<file path="src/rtl/mem_dma.sv">
// mem_dma: single-channel copy/fill engine mastering the main memory port.
// Moves one 32-bit word per cycle from src to dst (copy) or writes a
// constant to dst (fill), then pulses done for one cycle.
// Optional feature: define MEM_DMA_BACKWARD_EN to walk overlapping forward
// copies from the top word down, which turns the copy into a true memmove.
module mem_dma #(
  parameter int LEN_WIDTH = 12
) (
  input  logic                 clk,
  input  logic                 rst,
  input  logic                 start,
  input  logic                 mode,
  input  logic [31:0]          src_addr,
  input  logic [31:0]          dst_addr,
  input  logic [LEN_WIDTH-1:0] length,
  input  logic [31:0]          fill_value,
  output logic                 busy,
  output logic                 done,
  output logic [LEN_WIDTH-1:0] words_copied,
  output logic [31:0]          mem_read_address,
  input  logic [31:0]          mem_read_data,
  output logic [31:0]          mem_write_address,
  output logic [31:0]          mem_write_data,
  output logic                 mem_write_enable
);

  typedef enum logic [1:0] {
    IDLE,
    COPY,
    DONE
  } state_t;

  state_t state, state_next;

  logic [31:0]          src_reg;
  logic [31:0]          dst_reg;
  logic [31:0]          fill_reg;
  logic                 mode_reg;
  logic [LEN_WIDTH-1:0] len_reg;
  logic [LEN_WIDTH-1:0] idx;
  logic                 backward_reg;
  logic                 backward_start;
  logic                 last_word;
  logic [31:0]          idx_ext;

`ifdef MEM_DMA_BACKWARD_EN
  // A forward copy whose destination starts inside the source block would
  // overwrite source words before they are read; 33 bits keep the end
  // address comparison exact even when the source block wraps past 2^32.
  logic [32:0] src_end;
  assign src_end = {1'b0, src_addr} + 33'(length);
  assign backward_start = !mode
                          && ({1'b0, dst_addr} > {1'b0, src_addr})
                          && ({1'b0, dst_addr} < src_end);
`else
  assign backward_start = 1'b0;
`endif

  assign idx_ext   = 32'(idx);
  assign last_word = (words_copied == (len_reg - LEN_WIDTH'(1)));

  // State register; reset returns to IDLE at once so the write strobe drops
  // without waiting for a clock edge.
  always_ff @(posedge clk or posedge rst) begin
    if (rst) state <= IDLE;
    else     state <= state_next;
  end

  // Next-state and memory port drive; everything is zero outside COPY.
  always_comb begin
    state_next        = state;
    busy              = 1'b0;
    done              = 1'b0;
    mem_read_address  = 32'd0;
    mem_write_address = 32'd0;
    mem_write_data    = 32'd0;
    mem_write_enable  = 1'b0;
    case (state)
      IDLE: begin
        if (start) state_next = (length != '0) ? COPY : DONE;
      end
      COPY: begin
        busy              = 1'b1;
        mem_read_address  = mode_reg ? 32'd0 : (src_reg + idx_ext);
        mem_write_address = dst_reg + idx_ext;
        mem_write_data    = mode_reg ? fill_reg : mem_read_data;
        mem_write_enable  = 1'b1;
        if (last_word) state_next = DONE;
      end
      DONE: begin
        done       = 1'b1;
        state_next = IDLE;
      end
      default: state_next = IDLE;
    endcase
  end

  // Transfer parameters are captured on an accepted start; the index and
  // the write count then advance together once per issued word.
  always_ff @(posedge clk or posedge rst) begin
    if (rst) begin
      src_reg      <= 32'd0;
      dst_reg      <= 32'd0;
      fill_reg     <= 32'd0;
      mode_reg     <= 1'b0;
      len_reg      <= '0;
      idx          <= '0;
      backward_reg <= 1'b0;
      words_copied <= '0;
    end else begin
      case (state)
        IDLE: begin
          if (start) begin
            words_copied <= '0;
            idx          <= '0;
            if (length != '0) begin
              src_reg      <= src_addr;
              dst_reg      <= dst_addr;
              fill_reg     <= fill_value;
              mode_reg     <= mode;
              len_reg      <= length;
              backward_reg <= backward_start;
              idx          <= backward_start ? (length - LEN_WIDTH'(1)) : '0;
            end
          end
        end
        COPY: begin
          words_copied <= words_copied + LEN_WIDTH'(1);
          idx          <= backward_reg ? (idx - LEN_WIDTH'(1)) : (idx + LEN_WIDTH'(1));
        end
        default: ;
      endcase
    end
  end

endmodule

</file>
<file path="config.mk">
export PLATFORM = sky130hd
export DESIGN_NAME = mem_dma
export DESIGN_NICKNAME = d
export VERILOG_FILES = /design/src/rtl/mem_dma.sv
export SDC_FILE = /design/constraint.sdc
export NUM_CORES = 1
export LEC_CHECK = 0
export ABC_AREA = 1
export BUFFER_PORTS_ARGS = -buffer_cell sky130_fd_sc_hd__buf_4
export CAP_MARGIN = 25
export CORE_MARGIN = 2
export CORE_UTILIZATION = 55
export CTS_BUF_LIST = sky130_fd_sc_hd__clkbuf_8
export CTS_CLUSTER_DIAMETER = 150
export CTS_CLUSTER_SIZE = 12
export DETAILED_ROUTE_END_ITERATION = 7
export PLACE_DENSITY_LB_ADDON = 0.15
export SLEW_MARGIN = 5
export SYNTH_ARGS = -nofsm -noshare
export SYNTH_HDL_FRONTEND = slang
export SYNTH_SLANG_ARGS = --single-unit
</file>
<file path="constraint.sdc">
create_clock -name clk -period 8.9 [get_ports clk]
set_input_delay 1.78 -clock clk [delete_from_list [all_inputs] [get_ports clk]]
set_output_delay 1.78 -clock clk [all_outputs]
set_load 0.05 [all_outputs]
</file>
## Word level (Yosys, flattened, before mapping)

Index checks and enable logic that the tools add are counted.

| operators by class | value |
|---|---|
| add/sub/neg operators | 5 |
| equal/unequal tests | 5 |
| mux-type cells | 14 |
| reductions and logical operators | 6 |

Operators by type and width:

| kind | count |
|---|---|
| $mux W32 | 5 |
| $add A32 B12 Y32 | 2 |
| $pmux W12 S2 | 2 |
| $add A12 B1 Y12 const B | 2 |
| $eq A12 B12 Y1 | 1 |
| $mux W12 | 1 |
| $reduce_bool A12 Y1 | 1 |
| $sub A12 B1 Y12 const B | 1 |
| $mux W2 | 3 |
| $ne A2 B2 Y1 const B | 2 |
| $pmux W2 S2 | 1 |
| $reduce_and A2 Y1 | 2 |
| $reduce_and A3 Y1 | 1 |
| $eq A2 B1 Y1 const B | 1 |
| $eq A2 B2 Y1 const B | 1 |
| $logic_not A2 Y1 | 1 |
| $mux W1 | 2 |
| $reduce_bool A2 Y1 | 1 |

| storage, ports and cells | value |
|---|---|
| flip-flop bits (word level) | 135 |
| input bits | 144 |

## Longest topological paths before layout

| logic depth | value |
|---|---|
| depth after elaboration | 4 |
| mapped depth | 13 |

## Worst setup path after synthesis

OpenSTA, ideal clock, no wires.

| path | value |
|---|---|
| path kind | reg2out |
| from | reg idx[0] |
| to | out mem_write_address[20] |
| data arrival time | 2717 ps |
| data required time | 7120 ps |
| slack | 4403 ps |
| stages on the path, launching flop included | 13 |
| path through | dfrtp_1 -> ha_1 -> inv_1 -> fa_1 -> inv_1 -> nand3_1 -> nand2_1 -> nand4_1 -> nand3_1 -> nand2_1 -> inv_1 -> a21oi_1 -> nor3_1 |

| on the way | value |
|---|---|
| cells in the longest elaborated chain, start to end | 2 |

RTL lines:

| element | RTL line | RTL |
|---|---|---|
| start: declaration | 40 | `logic [LEN_WIDTH-1:0] idx;` |
| start signal: assignment | 123 | `idx <= backward_start ? (length - LEN_WIDTH'(1)) : '0;` |
| start signal: assignment | 129 | `idx <= backward_reg ? (idx - LEN_WIDTH'(1)) : (idx + LEN_WIDTH'(1));` |
| $add A32 B12 Y32 | 85 | `mem_write_address = dst_reg + idx_ext;` |
| $mux W32 | 78 | `case (state)` |
| end: declaration | 22 | `output logic [31:0] mem_write_address,` |

Every way passes these cells.

## Final worst setup path

| path | value |
|---|---|
| from | reg idx[0] |
| to | out mem_read_address[24] |

| on the way | value |
|---|---|
| cells in the longest elaborated chain, start to end | 3 |

RTL lines:

| element | RTL line | RTL |
|---|---|---|
| $add A32 B12 Y32 | 84 | `mem_read_address = mode_reg ? 32'd0 : (src_reg + idx_ext);` |
| $mux W32 | 84 |  |
| $mux W32 | 78 |  |
| end: declaration | 20 | `output logic [31:0] mem_read_address,` |

Every way passes these cells.

==> summary.md <==
| Metric | Value |
|---|---|
| Share of cells above drive strength 1 | `between 20 and 30%` |
| Initial Util | `between 50% and 60%` |
| Worst Path Arrival | `slightly above 3 ns` |
| Clock Sinks | `~140` |
| Vias per Instance | `5.327` |
| Core Rows | `46` |
| Post-CTS resize count | `0` |
| Die H | `approximately 130 microns` |
| Power Total | `roughly 4.5 mW` |
| Fin cells | `1610` |
| Predominant post-synthesis flop cell | `dfrtp_1` |
| Count of endpoints failing setup in the final report | `0` |
| CTS Hold Bufs | `0` |
| Syn Nets | `approximately 1300` |
| Post-synthesis cell count | `approximately 1100` |
| Max Transition Viols Final | `0` |
| Synth top area share | `38.36%` |
| Max-cap check violation count | `0` |
| Fmax | `roughly 0.21 GHz` |
| Synthesis-to-layout area growth | `27.73%` |
| Area contributors post-synth | `dfrtp_1, nand2_1, mux2_2` |
| PortBufs | `between 200 and 300` |
| Synth cell types | `48` |
| Slew of the pin with the lowest slew margin | `approximately 1.0 ns` |
| Root buffer cell | `clkbuf_8` |
| Worst-path clk slew | `around 0.080 ns` |
| Async set-reset flop share out of synthesis | `100.0%` |
| Crit path largest cell delay | `~0.48 ns` |
| Initial antenna violation count | `0` |
| Fin Clk Skew | `just over 0.008 ns` |
| I/O pin count | `about 260` |
| Ys Warns | `0` |
| Buf+Inv Stages, Crit Path | `2` |
| GRT Resource Usage Total | `between 20 and 30%` |
| Clk buf depth | `2` |
| Cell count after placement | `around 1600` |
| Mapped Area | `between 0.008 and 0.009 sq mm` |
| Synth Register Bits | `approximately 140` |
| Commonest cells post-synth | `nand2_1, nor2_1, dfrtp_1` |
| Slew HR | `between 30% and 40%` |
| Peak VDD IR | `around 0.0004 V` |
| Initial DRT Pass Iterations | `5` |
| Crit Path Category | `flop to output pin` |
| Horiz. Die Dim | `around 130 microns` |
| Largest net degree at the start of global routing | `77` |
| Diode count | `0` |
| Crit start category | `flop` |
| Cell count along the critical path | `14` |
| Num CTS Buffers | `17` |
| Final ANT Viol Nets | `0` |
| Register area share after synthesis | `between 30% and 40%` |
| WHS Path Cells | `1` |
| Final Hold Fails | `0` |
| Delay-heaviest family, CP | `simple AND/OR/NAND/NOR gates` |
| Avg Inst Size Synth | `7.739 sq um` |
| Crit-path slowest cell | `dfrtp_1` |
| Reg2reg path depth | `6` |
| Vias | `approximately 8600` |
| First-pass GRT wire length | `~38 mm` |
| Nets | `1554` |
| Most used cell along the critical path | `nand2_1` |
| Setup_tns | `0 ns` |
| Post-CTS setup buffers | `0` |
| Final Critical Period | `about 4.8 ns` |
| EDFF count, synth | `0` |
| Worst Path Max Fanout | `5` |
| RSZ-0062 raised after global routing | `false` |
| H-tree depth | `4` |
| DRC errors left | `0` |
| Status | `finished clean` |
| Min-Delay Path Class | `flop to flop` |
| Initial drt markers | `about 530` |
| Core box area | `about 0.016 sq mm` |
| Total wire length | `about 24 mm` |
| Final Wtd Congestion | `~0.93` |
| PwrDens | `between 400 and 500 mW/mm^2` |
| Crit path required time | `7.12 ns` |
| Yosys top cell by area | `dfrtp_1` |
| Top-count cell post-synth | `nand2_1` |
| Grt total ovfl | `0` |
| P_leak | `approximately 5.6 nW` |
| Fin crit share | `between 50% and 60%` |
| Crit path capture type | `output pin` |
| Clock latency reported for the late side of the worst-skew pair | `roughly 0.45 ns` |
| CP Cell Sequence | `ha_1, inv_1, fa_1, nor2_1, nand2_1, nand2_2, nand3_1, nand2_1, nand2_1, nand2_1, nand2_1, xor2_1, nor2_1, buf_4` |
| Vias in the first global route | `roughly 8000` |
| Wirelength per Cell | `15.14 microns` |
| CTS tree | `built` |
| Post-DP HPWL | `about 18 mm` |
| Die area | `0.01704 sq mm` |
[cells by family (layout without fill, tap and decap cells)]
logic type,count (synthesis),count (layout),share of synthesized area (%)
multiplexers,78,78,9.959
AND/OR/NAND/NOR,526,526,25.39
flip-flops,135,135,38.36
adder cells (fa/ha/maj),29,29,4.290
XOR/XNOR,32,32,3.182
AO/OA/AOI/OAI,195,195,11.68
buffers and inverters,143,399,7.146
[worst register-to-register path, delay by kind of cell (launching register included)]
| family | cells | cell delay, ns |
|---|---|---|
| mux | 1 | 0.51 |
| buf+inv | 3 | 0.99 |
| simple gates | 2 | 0.86 |
| flops | 1 | 0.39 |
[power breakdown]
part           internal, mW  switching [mW]  total (mW)
Clock                 0.272           0.246       0.518
Sequential            0.892           0.272        1.16
Combinational         0.945            1.92        2.87
[final cells by class]
class	instances	area [sq um]
clock inverters	15	161.4
flip-flops and latches	135	3378
well taps	216	270.3
clock buffers	17	234.0
fillers	1360	4521
repair buffers	260	1992
inverters	107	406.6
multi-input cells	860	4807
[worst paths after layout]
kind                                   from  slack, ns              endpoint
worst max register to register     state[0]       6.04           src_reg[26]
min in group asynchronous               rst       1.43           fill_reg[8]
worst min-delay path            fill_reg[6]       0.49           fill_reg[6]
max in group asynchronous               rst       6.15                idx[9]
worst min register to register  fill_reg[6]       0.49           fill_reg[6]
worst max-delay path                 idx[0]       4.08  mem_read_address[24]
[layout by cell type, fill, tap and decap left out, types with 27 or more instances in the layout]
master,n
buf_4,258
nand2_1,250
nor2_1,150
dfrtp_1,135
a21oi_1,122
inv_1,102
mux2_2,65
o21ai_0,52
nand3_1,49
nor3_1,27
ha_1,27
[layer usage]
layer  up-vias  global-route usage, %  share of wire, %
li1       4245                      -                 -
met1      4008                  37.95                44
met2       284                  46.02                48
met3        39                  4.479               5.8
met4         0                  9.825               2.1
met5         -                      0                 0
[stage by stage]
stage | hold WS, ns | area (sq um) | setup slack, ns | utilization, %
2_1_floorplan | 0.4641 | 8807 | 3.509 | -
3_3_place_gp | 0.4748 | 10800 | 4.199 | 68.48
5_1_grt | 0.5161 | 11250 | 3.912 | 71.33
3_5_place_dp | 0.4815 | 10800 | 4.187 | 68.48
4_1_cts | 0.4986 | 11190 | 3.685 | 70.99
6_report | 0.4931 | 11250 | 4.081 | 71.33
(Power assumes the default switching activity.)
